==> config.mk <==
export PLATFORM = sky130hd
export DESIGN_NAME = clb_param_flat
export DESIGN_NICKNAME = d
export VERILOG_FILES = /design/src/rtl/clb_param_if.sv /design/src/rtl/clb_param.sv /design/src/flat_wrapper.sv
export SDC_FILE = /design/constraint.sdc
export NUM_CORES = 1
export LEC_CHECK = 0
export CAP_MARGIN = 20
export CORE_MARGIN = 2
export CORE_UTILIZATION = 45
export DETAILED_ROUTE_END_ITERATION = 8
export GPL_ROUTABILITY_DRIVEN = 1
export PLACE_DENSITY = 0.62
export SLEW_MARGIN = 20
export SYNTH_ARGS = -nofsm -noshare
export SYNTH_HDL_FRONTEND = slang
export SYNTH_SLANG_ARGS = --single-unit
==> constraint.sdc <==
create_clock -name clb_clk -period 4.6 [get_ports clb_clk]
set_input_delay 0.92 -clock clb_clk [delete_from_list [all_inputs] [get_ports clb_clk]]
set_output_delay 0.92 -clock clb_clk [all_outputs]
set_load 0.02 [all_outputs]
==> src/rtl/clb_param_if.sv <==
// rtl/clb_param_if.sv - configuration chain and logic I/O bundle of the parameterised CLB
interface clb_param_if #(
  parameter int K = 4,
  parameter int N = 2
);
  logic           prog_en;
  logic           prog_in;
  logic           prog_out;
  logic [N*K-1:0] clb_input;
  logic [N-1:0]   clb_output;
  logic           cfg_valid;
  logic           cfg_err;

  modport master (
    output prog_en, prog_in, clb_input,
    input  prog_out, clb_output, cfg_valid, cfg_err
  );

  modport slave (
    input  prog_en, prog_in, clb_input,
    output prog_out, clb_output, cfg_valid, cfg_err
  );
endinterface

==> src/rtl/clb_param.sv <==
// rtl/clb_param.sv - N-BLE configurable logic block with K-input LUTs, serial config chain and commit check
module clb_param #(
  parameter int K = 4,
  parameter int N = 2
) (
  input  logic      clb_clk,
  input  logic      clb_rst_n,
  clb_param_if.slave bus
);
  localparam int LUT_SZ = 1 << K;
  localparam int W      = LUT_SZ + 2;
  localparam int TOTAL  = N * W;
  localparam int CW     = $clog2(TOTAL + 2);
  localparam logic [CW-1:0] CNT_FULL = CW'(TOTAL);
  localparam logic [CW-1:0] CNT_SAT  = CW'(TOTAL + 1);

  typedef enum logic {IDLE, LOAD} state_t;

  state_t           state_q, state_d;
  logic [CW-1:0]    count_q, count_d;
  logic [TOTAL-1:0] shadow_q, shadow_d;
  logic [TOTAL-1:0] active_q, active_d;
  logic [N-1:0]     ff_q, ff_d;
  logic             cfg_valid_q, cfg_valid_d;
  logic             cfg_err_q, cfg_err_d;
  logic             commit, commit_ok;
  logic [N-1:0]     lut_out;
  logic [N-1:0]     out_vec;

  always_ff @(posedge clb_clk or negedge clb_rst_n) begin
    if (!clb_rst_n) begin
      state_q     <= IDLE;
      count_q     <= '0;
      shadow_q    <= '0;
      active_q    <= '0;
      ff_q        <= '0;
      cfg_valid_q <= 1'b0;
      cfg_err_q   <= 1'b0;
    end else begin
      state_q     <= state_d;
      count_q     <= count_d;
      shadow_q    <= shadow_d;
      active_q    <= active_d;
      ff_q        <= ff_d;
      cfg_valid_q <= cfg_valid_d;
      cfg_err_q   <= cfg_err_d;
    end
  end

  always_comb begin
    state_d     = state_q;
    count_d     = count_q;
    shadow_d    = shadow_q;
    active_d    = active_q;
    ff_d        = ff_q;
    cfg_valid_d = cfg_valid_q;
    cfg_err_d   = cfg_err_q;
    commit      = 1'b0;
    commit_ok   = 1'b0;

    if (bus.prog_en) begin
      shadow_d = {bus.prog_in, shadow_q[TOTAL-1:1]};
    end

    case (state_q)
      IDLE: begin
        if (bus.prog_en) begin
          state_d = LOAD;
          count_d = CW'(1);
        end
      end
      LOAD: begin
        if (bus.prog_en) begin
          if (count_q != CNT_SAT) begin
            count_d = count_q + CW'(1);
          end
        end else begin
          state_d = IDLE;
          commit  = 1'b1;
        end
      end
      default: state_d = IDLE;
    endcase

    commit_ok = commit && (count_q == CNT_FULL);

    // A failed commit leaves the previously loaded function and its FF state intact.
    if (commit_ok) begin
      active_d    = shadow_q;
      cfg_valid_d = 1'b1;
      cfg_err_d   = 1'b0;
      for (int i = 0; i < N; i++) begin
        ff_d[i] = shadow_q[i*W + 1];
      end
    end else if (commit) begin
      cfg_err_d = 1'b1;
    end else if (cfg_valid_q && !bus.prog_en) begin
      ff_d = lut_out;
    end
  end

  for (genvar i = 0; i < N; i++) begin : g_ble
    logic [LUT_SZ-1:0] lut_bits;
    logic [K-1:0]      sel;
    assign lut_bits   = active_q[i*W + 2 +: LUT_SZ];
    assign sel        = bus.clb_input[i*K +: K];
    assign lut_out[i] = lut_bits[sel];
    assign out_vec[i] = (cfg_valid_q && !bus.prog_en) ? (active_q[i*W] ? ff_q[i] : lut_out[i]) : 1'b0;
  end

  assign bus.clb_output = out_vec;
  assign bus.prog_out   = shadow_q[0];
  assign bus.cfg_valid  = cfg_valid_q;
  assign bus.cfg_err    = cfg_err_q;
endmodule

==> src/flat_wrapper.sv <==
// flat-port wrapper written by rule: the top's interface ports become plain ports
module clb_param_flat 
#(
  parameter int K = 4,
  parameter int N = 2
)
  (clb_clk, clb_rst_n, bus_prog_en, bus_prog_in, bus_clb_input, bus_prog_out, bus_clb_output, bus_cfg_valid, bus_cfg_err);
  clb_param_if #(.K(K), .N(N)) bus_i ();
  input  logic clb_clk;
  input  logic clb_rst_n;
  input wire logic [$bits(bus_i.prog_en)-1:0] bus_prog_en;
  input wire logic [$bits(bus_i.prog_in)-1:0] bus_prog_in;
  input wire logic [$bits(bus_i.clb_input)-1:0] bus_clb_input;
  output wire logic [$bits(bus_i.prog_out)-1:0] bus_prog_out;
  output wire logic [$bits(bus_i.clb_output)-1:0] bus_clb_output;
  output wire logic [$bits(bus_i.cfg_valid)-1:0] bus_cfg_valid;
  output wire logic [$bits(bus_i.cfg_err)-1:0] bus_cfg_err;
  assign bus_i.prog_en = bus_prog_en;
  assign bus_i.prog_in = bus_prog_in;
  assign bus_i.clb_input = bus_clb_input;
  assign bus_prog_out = bus_i.prog_out;
  assign bus_clb_output = bus_i.clb_output;
  assign bus_cfg_valid = bus_i.cfg_valid;
  assign bus_cfg_err = bus_i.cfg_err;
  clb_param #(.K(K), .N(N)) u_core (.clb_clk(clb_clk), .clb_rst_n(clb_rst_n), .bus(bus_i));
endmodule
# Word-level counts from Yosys, hierarchy flattened
# Index checks and enable logic that the tools add are counted.
totals:
  inputBits: 12
  wordCells: 44
  ff_bits: 83
  output_inout_bits: 5
classes:
  reduce_logical: 7
  n_addsub: 1
  n_bitwise: 1
  n_mux: 20
  eq_ne: 6
  order_cmp: 2
ops:
  columns: ["op", "n"]
  rows:
  - ["$mux 6", 3]
  - ["$pmux 6 s2", 1]
  - ["$mux 1", 11]
  - ["$lt 4x5->1 const B", 2]
  - ["$bmux 1 s4", 2]
  - ["$ne 2x2->1 const B", 4]
  - ["$add 6x1->6 const B", 1]
  - ["$eq 6x6->1 const B", 1]
  - ["$mux 2", 3]
  - ["$ne 6x6->1 const B", 1]
  - ["$reduce_bool 2->1", 2]
  - ["$reduce_and 3->1", 1]
  - ["$logic_and 1x1->1", 2]
  - ["$reduce_and 2->1", 1]
  - ["$logic_not 1->1", 1]
  - ["$not 1->1", 1]

# Depth between registers and ports, before layout
# Gate-level depths: netlist of the first run.
logic_depth:
  ltp_word: 5
  ltp_mapped: 6
  ltp_nobuf: 6

# Worst setup path before layout of the first run
# No wires, ideal clock.
synth_path:
  kind: "input to output"
  start: "input bus_clb_input[0]"
  end: "output bus_clb_output[0]"
  path_slack_ns: 1.464
  path_buffers: 1
  stages: 5
  t_arrival_ns: 2.216
  t_required_ns: 3.680
  cell_sequence: "buf_2 -> mux4_2 -> nor2_1 -> o22a_1 -> a211oi_1"
synth_between:
  elab_chain_cells: 4
synth_rtl:
  columns: ["item", "line", "rtl"]
  rows:
  - ["start, declared", "flat_wrapper.sv:13", "input wire logic [$bits(bus_i.clb_input)-1:0] bus_clb_input;"]
  - ["$bmux 1 s4", "clb_param.sv:107", "assign lut_out[i] = lut_bits[sel];"]
  - ["$mux 1 (not written as such)", "clb_param.sv:107", null]
  - ["$mux 1 (2 in series)", "clb_param.sv:108", "assign out_vec[i] = (cfg_valid_q && !bus.prog_en) ? (active_q[i*W] ? ff_q[i] : lut_out[i]) : 1'b0;"]
  - ["end, declared", "flat_wrapper.sv:15", "output wire logic [$bits(bus_i.clb_output)-1:0] bus_clb_output;"]
# No other way between the ends. The select of a mux whose other input is x is not followed.

# Worst setup path after layout of the first run
# Ends and elaborated chain as after synthesis.

==> metrics.txt, run 1 <==
critical-path cell list clkdlybuf4s50_1 -> mux4_2 -> nor2_1 -> o22a_1 -> a211oi_1 -> clkdlybuf4s50_1; Tightest Pin Transition about 730 ps; Filler Cell Count 666; LEAKAGE 1.83 nW; Startpoint Class input pin; largest area contributor in the netlist dfrtp_1; GR Overflow Total 0; post-route clock skew 9.99 ps; post-DP HPWL 3400 um; Setup-failing EPs final 0; count of different cell masters after synthesis 30; status finished, final reports clean; hold path depth 1; drt drc 0; Synth Cell Area roughly 3500 um2; DIE AREA between 8000 and 9000 um2; top-level I/O count 17; power per cell area about 410 nW/um2; DRT Pass-1 Iters 4; Die Ht 91.9 um; cells after synthesis between 200 and 250; initial antenna violation count 0; Port Buffers 16; Period Utilization, post-route 87.2%; sink of the worst hold path u_core.active_q[13]$_DFFE_PN0P_; setup TNS 0 ps; Placed Area roughly 3700 um2; final hold viol count 0; critical path type input pin to primary output; cell mode on critical path clkdlybuf4s50_1; post-synth top area share 58.3%; CP Capture Type primary output; DRT iter0 DRCs 83; reg2reg end u_core.active_q[26]$_DFFE_PN0P_; Ant. Diodes 0; Clock Sinks slightly above 80; top fanout value on the critical path 6; Num CTS Buffers 9; antenna-violating nets left 0; initial core utilization a little under half; Clock Tree Buf Depth 2; Slew HR 51.6%; RSZ-0062 raised after global routing no; share of cells above drive strength 1 38.1%; Worst-path clk slew about 70 ps; first-pass GRT wire length just under 10000 um; routed len/inst 14.5 um; Max Cap Viol 0; Nets 275; VDD IR-drop max ~0.23 mV; CTS Hold Buffers Added 0; routed vias/inst 5.19; Synth area leaders dfrtp_1 58%, mux2_2 24%, mux4_2 2.6%, nor2_1 1.2%, ha_1 1.1%; width of the die roughly 90 um; total power draw 1.60 mW; FF-to-FF path depth 4; WP data arrival 3090 ps; CTS Root Cell clkbuf_8; DR vias about 1900; GRT Util Overall 14.6%; Area growth syn-to-layout 12.3%; Final Wtd Congestion between 0.7 and 0.8; maximum clock rate between 200 and 250 MHz; #FFs+latches synth between 80 and 90; routed wire length 5320 um; # resized after CTS 0; Slowest cell on crit path clkdlybuf4s50_1; Core Footprint between 7000 and 8000 um2; CTS tree done; R2R Setup Slk 2810 ps; R2R Path Start u_core.count_q[4]$_DFFE_PN0P_; Syn Area/Cell 14.4 um2; Yosys warning count 0; Slew Viols, Final 0; vias in the first global route slightly below 2000; sequential fraction of the synthesis area approximately three fifths; Mapped Nets 257; worst skew pair latency 340 ps; worst hold path type flop to flop; row count 32; Largest delay share family, worst path buffers and inverters; Critical path buffers and inverters 2; # Post-CTS Setup Buffers 0; Finished Cell Area 3900 um2; htree depth 3; Final min period 4010 ps; CP required 3680 ps; hold_sp u_core.active_q[13]$_DFFE_PN0P_; largest net degree at the start of global routing 82; delay of the slowest cell on the worst path 660 ps
[cells in the mapped netlist]
master / count
a211oi_1: 2
a21oi_1: 2
and3_1: 1
buf_2: 3
buf_4: 1
buf_6: 3
clkbuf_1: 5
dfrtp_1: 81
ha_1: 3
inv_1: 9
mux2_1: 2
mux2_2: 74
mux4_2: 4
nand2_1: 9
nand2b_1: 4
nand3_1: 2
nand3b_1: 2
nand4_1: 1
nand4b_2: 1
nor2_1: 11
nor4b_4: 1
o211ai_1: 2
o21ai_0: 6
o221ai_1: 4
o22a_1: 2
o311ai_0: 1
o31ai_1: 2
o41ai_1: 1
or2_2: 1
xor2_1: 2
[final cells by class]
cell class                 count  area [um2]  share of cell area (%)
timing repair buffer          19         179                    4.58
sequential                    81        2030                    51.9
tap                          102         128                    3.27
inverter                       9        33.8                   0.866
clock buffer                  11         141                    3.62
multi-input combinational    140        1340                    34.3
clock inverter                 5        55.1                    1.41
[flip-flops by register name, summed over array words and instances (netlist names)]
| name | cells |
|---|---|
| u_core.bus.cfg_valid | 1 |
| u_core.bus.cfg_err | 1 |
| u_core.state_q | 1 |
| u_core.active_q | 34 |
| u_core.shadow_q | 36 |
| u_core.count_q | 6 |
| u_core.ff_q | 2 |
[through the flow]
step           hold WS (ps)  util, %  setup WS [ps]  cells
3_3_place_gp            476     48.7            575    351
6_report                493     51.3            589    367
4_1_cts                 497     51.2            565    367
3_5_place_dp            477     48.7            553    351
5_1_grt                 508     51.3            419    367
2_1_floorplan           452        -           1460    242
[layer usage]
| layer | GRT usage [%] | up-vias | share of wire [%] |
|---|---|---|---|
| met5 | 0 | - | 0 |
| met2 | 21.3 | 20 | 45 |
| met1 | 21.3 | 976 | 50 |
| li1 | - | 901 | - |
| met3 | 2.96 | 9 | 2.5 |
| met4 | 6.34 | 0 | 2.0 |
[cells in the final DEF, fill, tap and decap left out, types with 2 or more instances in the layout]
cell	n
dfrtp_1	81
mux2_2	74
clkdlybuf4s50_1	14
nor2_1	11
clkbuf_8	10
inv_1	9
nand2_1	9
o21ai_0	6
mux4_2	4
nand2b_1	4
o221ai_1	4
ha_1	3
buf_4	3
o22a_1	2
a211oi_1	2
nand3_1	2
o31ai_1	2
a21oi_1	2
xor2_1	2
nand3b_1	2
o211ai_1	2
mux2_1	2
clkinv_2	2
clkinvlp_4	2
[how the worst max path moves through the flow]
stage	endpoint	slack [ps]	startpoint	cells after the start
2_1_floorplan	bus_clb_output[0]	1460	bus_clb_input[0]	5
3_3_place_gp	bus_clb_output[0]	570	bus_clb_input[0]	6
3_5_place_dp	bus_clb_output[0]	550	bus_clb_input[0]	6
4_1_cts	bus_clb_output[0]	570	bus_clb_input[0]	6
5_1_grt	bus_clb_output[0]	420	bus_clb_input[0]	6
6_report	bus_clb_output[0]	590	bus_clb_input[0]	6
[cells by family (layout without fill, tap and decap cells)]
logic type      count (synthesis)  count (layout)  share of synthesized area (%)
flops                          81              81                           58.3
mux                            80              80                           27.2
simple gates                   33              33                           5.26
compound gates                 22              22                           4.46
buf+inv                        21              44                           3.13
fa+ha+maj                       3               3                           1.08
xor+xnor                        2               2                          0.504
[report_power, final]
| part | switching (mW) | leakage (nW) | internal (mW) |
|---|---|---|---|
| Sequential | 0.0855 | 1.06 | 0.830 |
| Combinational | 0.0667 | 0.677 | 0.115 |
| Clock | 0.244 | 0.0953 | 0.264 |
Power figures use the tool's default switching activity.
==> run 2: changes to the inputs <==
Settings changed: ABC_AREA from default to 1.
==> run 2 against run 1 <==
  * Routed wire length up 24%
  * Sequential cell count stayed put
  * Global-route usage is 2.0 points higher
  * Area after synthesis is 8.5% higher
  * Combinational power is essentially flat
  * Final cell count is 52% higher
  * Power down 3.0%
  * Sequential share of layout area down 3.2 points
  * Critical endpoint unchanged
  * Highest routed layer unchanged
==> metrics.txt, run 2 <==
Placed Area 3950 um2 (+6.6%); most frequent cells in the layout 138 x nand2_1, 81 x dfrtp_1, 75 x inv_1; largest area contributor in the netlist dfrtp_1; final hold viol count 0 (unchanged); R2R Setup Slk 2570 ps (-240 ps); htree depth 3 (unchanged); WP data arrival 2880 ps (-210 ps); post-synth top area share 53.7% (-4.6 points); Filler Cell Count 787 (+18%); top cells by count, synth 138 x nand2_1, 81 x dfrtp_1, 75 x inv_1, 34 x o21ai_2, 26 x nand3_1; Synth Cell Area 3770 um2 (+8.5%); final hold slack 485 ps (-8.44 ps); Async SR Flop Fraction 100% (unchanged); row count 33 (+3.1%); Clock Tree Buf Depth 2 (unchanged); count of different cell masters after synthesis 25 (-17%); Slew HR 51.9% (+0.22 points); setup TNS 0 ps (unchanged); critical-path cell list clkdlybuf4s50_1 -> inv_2 -> nand2_1 -> nand3_1 -> nand3_1 -> nand3_1 -> nand3_1 -> nand2_1 -> inv_1 -> clkdlybuf4s50_1; LEAKAGE 1.97 nW (+7.5%); Synth area leaders dfrtp_1 54%, nand2_1 14%, o21ai_2 7.9%, inv_1 7.5%, nand3_1 3.5%; cell mode on critical path nand3_1; share of cells above drive strength 1 13.2% (-25 points); CTS Hold Buffers Added 0 (unchanged); Area growth syn-to-layout 10.4%; Syn Area/Cell 8.65 um2 (-40%); RSZ-0062 raised after global routing no; largest net degree at the start of global routing 82 (unchanged); Regs by FF count u_core.shadow_q: 36 flops, u_core.active_q: 34 flops, u_core.count_q: 6 flops; Startpoint Class input pin; routed len/inst 11.8 um (-18%); maximum clock rate 263 MHz (+5.6%); combinational cell fraction of total power 11.7% (+0.4 points); Num CTS Buffers 9 (unchanged); VDD IR-drop max 0.177 mV (-22%); Top FF cell, synth dfrtp_1; Sw Ratio 26.5% (+1.8 points); antenna-violating nets left 0 (unchanged); width of the die 95.5 um (+4.0%); delay of the slowest cell on the worst path 650 ps (about the same); critical path type input pin to primary output; EDFF count, synth 0 (unchanged); Port Buffers 16 (unchanged); most common cell after layout, fill and taps aside nand2_1; max reg flops 36 (unchanged); #FFs+latches synth 81 (unchanged); CTS Root Cell clkbuf_8; power share of the sequential group 52.4% (-4.6 points); dpl cells 542 (+54%); Yosys warning count 0 (unchanged); worst skew pair latency 350 ps (about the same); worst hold path type flop to flop; Reg area 2030 um2 (unchanged); initial core utilization 46.1% (+0.45 points); power per cell area 374 nW/um2 (-9.1%); drt drc 0 (unchanged); cells after synthesis 436 (+80%); CP required 3680 ps (about the same); Worst-path clk slew 90 ps (+20 ps); post-DP HPWL 4310 um (+27%); Clock Sinks 81 (unchanged); # Post-CTS Setup Buffers 0 (unchanged); Mapped Nets 451 (+75%); post-route clock skew 15.8 ps (+5.80 ps); sw power 0.412 mW (+4.0%); Post-Layout Cell Count 558 (+52%); DRT iter0 DRCs 122 (+47%); CTS tree done; DR vias 2685 (+41%); Final Wtd Congestion 0.775 (+4.9%); Ant. Diodes 0 (unchanged); top fanout value on the critical path 9 (+3); multi-input logic area 1330 um2 (-0.75%); DRT Pass-1 Iters 4 (unchanged); status finished, final reports clean; GRT Util Overall 16.6% (+2.0 points); Max Cap Viol 0 (unchanged); Tightest Pin Transition 722 ps (-3.32 ps); DIE AREA 9130 um2 (+8.2%); first-pass GRT wire length 11800 um (+21%); routed wire length 6610 um (+24%); Slew Viols, Final 0 (unchanged); # resized after CTS 0 (unchanged); Nets 463 (+68%); GR Overflow Total 0 (unchanged); routed vias/inst 4.81 (-7.3%); vias in the first global route 2668 (+35%); Critical path buffers and inverters 4 (+2); Final min period 3800 ps (-213 ps); CP Capture Type primary output; Clk pwr share 35.9% (+4.2 points); initial antenna violation count 0 (unchanged); Setup-failing EPs final 0 (unchanged); Finished Cell Area 4160 um2 (+6.7%); sequential fraction of the synthesis area 53.7% (-4.6 points); most common cell in the netlist nand2_1; Period Utilization, post-route 82.6% (-4.6 points); Core Footprint 8180 um2 (+7.5%); Die Ht 95.5 um (+4.0%); Most flops, register u_core.shadow_q; Slowest cell on crit path clkdlybuf4s50_1; Largest delay share family, worst path buffers and inverters; Int Pwr 1.14 mW (-5.4%); top-level I/O count 17 (unchanged)
-- run 2: changes by cell type after synthesis, sizes merged, moves of 7 or more --
cell and change:
nand2 +131, mux2 -76, inv +69, o21ai +67, nand3 +25, nor2 -7
-- run 2: worst paths after layout --
kind / cells after the start / end / startpoint
max: 10 / bus_clb_output[0] / bus_clb_input[0]
min: 2 / u_core.shadow_q[25]$_DFFE_PN0P_ / u_core.shadow_q[26]$_DFFE_PN0P_
max reg2reg: 6 / u_core.active_q[21]$_DFFE_PN0P_ / u_core.count_q[0]$_DFFE_PN0P_
min reg2reg: 2 / u_core.shadow_q[25]$_DFFE_PN0P_ / u_core.shadow_q[26]$_DFFE_PN0P_
max in group asynchronous: 1 / u_core.shadow_q[20]$_DFFE_PN0P_ / clb_rst_n
min in group asynchronous: 1 / u_core.count_q[4]$_DFFE_PN0P_ / clb_rst_n
-- run 2: final cells by class --
cell class,instances,area share [%]
Tap cell,105,3.16
Sequential cell,81,48.7
Clock buffer,11,3.16
Timing Repair Buffer,18,4.12
Multi-Input combinational cell,260,31.9
Clock inverter,5,1.92
Inverter,78,7.03
-- run 2: power groups by stage --
| stage | clock, mW | sequential, mW | combinational, mW |
|---|---|---|---|
| 5_1_grt | 0.607 | 0.823 | 0.215 |
| 4_1_cts | 0.577 | 0.815 | 0.187 |
| 3_3_place_gp | 0 | 0.827 | 0.181 |
| 2_1_floorplan | 0 | 0.821 | 0.130 |
| 6_report | 0.558 | 0.815 | 0.182 |
| 3_5_place_dp | 0 | 0.830 | 0.184 |
-- run 2: worst reg2reg max path, stage by stage, from the launching register on --
cell,delay [ps]
dfrtp_1,450
inv_1,110
ha_1,240
nand3_4,470
buf_4,480
nand2_1,130
o21ai_2,70
-- run 2: cells by family (layout without fill, tap and decap cells) --
family	after synthesis	in the layout	share of synthesized area (%)
AO/OA/AOI/OAI	81	81	14.5
buffers and inverters	95	112	11.0
flip-flops	81	81	53.7
XOR/XNOR	3	3	0.697
adder cells (fa/ha/maj)	3	3	0.995
AND/OR/NAND/NOR	173	173	19.1
-- run 2: stage by stage --
step           utilization (%)  worst slack, ps  total power, mW
3_5_place_dp              48.3              823             1.01
5_1_grt                   50.9              617             1.65
2_1_floorplan                -             1980            0.951
4_1_cts                   50.9              803             1.58
3_3_place_gp              48.3              856             1.01
6_report                  50.9              802             1.56
-- run 2: routing by layer --
layer / track usage (%) / vias up / routed length [um]
met2: 28.1 / 36 / 3200
met4: 5.71 / 0 / 44
met5: 0 / - / 0
met3: 4.43 / 2 / 232
li1: - / 1369 / -
met1: 20.6 / 1278 / 3130
==> run 3: changes to the inputs <==
Clock period 4.6 ns to 3.54 ns, I/O delays scaled along.
==> run 3 against run 2 <==
  * Power increased by 23%
  * Final area decreased by 0.45%
  * Clock-buffer cell count unchanged
  * Sequential cell count unchanged
  * Clock power increased by 11%
==> metrics.txt, run 3 (same netlist as run 2, synthesis figures left out) <==
routed len/inst 11.7 um (-1.4%); Num CTS Buffers 9 (unchanged); most common cell after layout, fill and taps aside nand2_1; LEAKAGE 1.97 nW (about the same); Setup WS post-layout 195 ps (-607 ps); maximum clock rate 299 MHz; Die Ht 95.5 um (unchanged); largest net degree at the start of global routing 82 (unchanged); drt drc 0 (unchanged); Sw Ratio 28.7% (+2.2 points); Clock Tree Buf Depth 2 (unchanged); CP Capture Type primary output; Final Wtd Congestion 0.774 (-0.18%); power share of the sequential group 55.2% (+2.8 points); initial antenna violation count 0 (unchanged); Port Buffers 16 (unchanged); htree depth 3 (unchanged); FF-to-FF path depth 8 (+2); worst slack at placement 186 ps (-637 ps); Slowest cell on crit path clkdlybuf4s50_1; cell mode on critical path nand3_1; sw power 0.550 mW (+33%); Regs by FF count u_core.shadow_q: 36 flops, u_core.active_q: 34 flops, u_core.count_q: 6 flops; max reg flops 36 (unchanged); Worst-path clk slew 90 ps (about the same); GR Overflow Total 0 (unchanged); share of cells above drive strength 1 13.7% (+0.41 points); GRT Util Overall 16.4% (-0.22 points); Slew Viols, Final 0 (unchanged); VDD IR-drop max 0.193 mV (+9.3%); Finished Cell Area 4140 um2 (-0.45%); dpl cells 543 (+0.18%); Setup-failing EPs final 0 (unchanged); Tightest Pin Transition 717 ps (-5.34 ps); # Post-CTS Setup Buffers 0 (unchanged); final hold viol count 0 (unchanged); Int Pwr 1.37 mW (+19%); Slew HR 52.2% (+0.36 points); width of the die 95.5 um (unchanged); DR vias 2622 (-2.3%); Final min period 3350 ps; post-route clock skew 15.1 ps (-0.704 ps); Max Cap Viol 0 (unchanged); status finished, final reports clean; initial core utilization 46.1% (unchanged); combinational cell fraction of total power 12.3% (+0.6 points); Nets 464 (+0.22%); Most flops, register u_core.shadow_q; Largest delay share family, worst path buffers and inverters; RSZ-0062 raised after global routing no; final hold slack 383 ps (-101 ps); Critical path buffers and inverters 4 (unchanged); WP data arrival 2640 ps (-240 ps); Period Utilization, post-route 94.5%; post-DP HPWL 4290 um (-0.32%); row count 33 (unchanged); CP required 2830 ps (-850 ps); DIE AREA 9130 um2 (unchanged); power per cell area 463 nW/um2 (+24%); top fanout value on the critical path 9 (unchanged); Clk pwr share 32.5% (-3.4 points); Post-Layout Cell Count 559 (+0.18%); worst skew pair latency 360 ps (about the same); multi-input logic area 1330 um2 (unchanged); Filler Cell Count 808 (+2.7%); first-pass GRT wire length 11600 um (-0.94%); delay of the slowest cell on the worst path 660 ps (about the same); most frequent cells in the layout 138 x nand2_1, 81 x dfrtp_1, 75 x inv_1; R2R Setup Slk 1690 ps (-880 ps); Reg area 2030 um2 (unchanged); Worst path depth 10 (unchanged); setup TNS 0 ps (unchanged); Placed Area 3960 um2 (+0.19%); Startpoint Class input pin; worst hold path type input pin to asynchronous set/reset pin; Clock Sinks 81 (unchanged); critical-path cell list clkdlybuf4s50_1 -> inv_2 -> nand2_1 -> nand3_1 -> nand3_1 -> nand3_1 -> nand3_1 -> nand2_1 -> inv_1 -> clkdlybuf4s50_1; CTS tree done; Core Footprint 8180 um2 (unchanged); antenna-violating nets left 0 (unchanged); CTS Root Cell clkbuf_8; DRT Pass-1 Iters 4 (unchanged); Ant. Diodes 0 (unchanged); reg2reg end u_core.ff_q[0]$_DFFE_PN0P_; Area growth syn-to-layout 9.89%; DRT iter0 DRCs 127 (+4.1%); routed wire length 6530 um (-1.2%); top-level I/O count 17 (unchanged); critical path type input pin to primary output; R2R Path Start u_core.count_q[0]$_DFFE_PN0P_; routed vias/inst 4.69 (-2.5%); vias in the first global route 2616 (-1.9%)
## run 3: how the worst max path moves through the flow
| stage | from | slack [ps] | to |
|---|---|---|---|
| final | bus_clb_input[4] | 190 | bus_clb_output[1] |
| after floorplan | bus_clb_input[0] | 1350 | bus_clb_output[0] |
| after detailed placement | bus_clb_input[4] | 190 | bus_clb_output[1] |
| after global routing | bus_clb_input[4] | 50 | bus_clb_output[1] |
| after global placement | bus_clb_input[4] | 220 | bus_clb_output[1] |
| after CTS | bus_clb_input[4] | 180 | bus_clb_output[1] |
## run 3: through the flow
step	power [mW]	utilization (%)
after floorplan	1.24	-
after global placement	1.31	48.4
after detailed placement	1.32	48.4
after CTS	1.95	50.6
after global routing	2.03	50.7
final	1.92	50.7
## run 3: layout make-up
cell class / count / share of cell area (%)
clock inverter: 5 / 0.996
clock buffer: 11 / 3.41
multi-input combinational: 260 / 32.1
inverter: 78 / 7.07
timing repair buffer: 19 / 4.38
sequential: 81 / 48.9
tap: 105 / 3.17
## run 3: power groups by stage
stage / Combinational [mW] / Clock (mW) / Sequential (mW)
CTS: 0.242 / 0.644 / 1.06
global placement: 0.235 / 0 / 1.08
global route: 0.280 / 0.678 / 1.07
finish: 0.236 / 0.622 / 1.06
detailed placement: 0.241 / 0 / 1.08
floorplan: 0.169 / 0 / 1.07
## run 3: worst register-to-register path: stages, from the launching register on
cell     delay [ps]
dfrtp_1         450
inv_1           110
ha_1            240
nand3_4          90
buf_4           450
nand2_1         180
o22ai_1         140
inv_1            60
nand2_1          60
## run 3: repair_timing
action / CTS / global route
gates resized for setup: 0 / 1
hold buffers: 0 / 0
endpoints found under the setup margin: 0 / 1
endpoints found under the hold margin: 0 / 0
## run 3: per-layer routing
| metal | track usage [%] | share of wire (%) | wire length [um] |
|---|---|---|---|
| met2 | 25.9 | 44 | 2860 |
| met3 | 3.24 | 3.8 | 251 |
| met4 | 7.74 | 2.1 | 139 |
| met1 | 21.7 | 50 | 3280 |
| met5 | 0 | 0 | 0 |
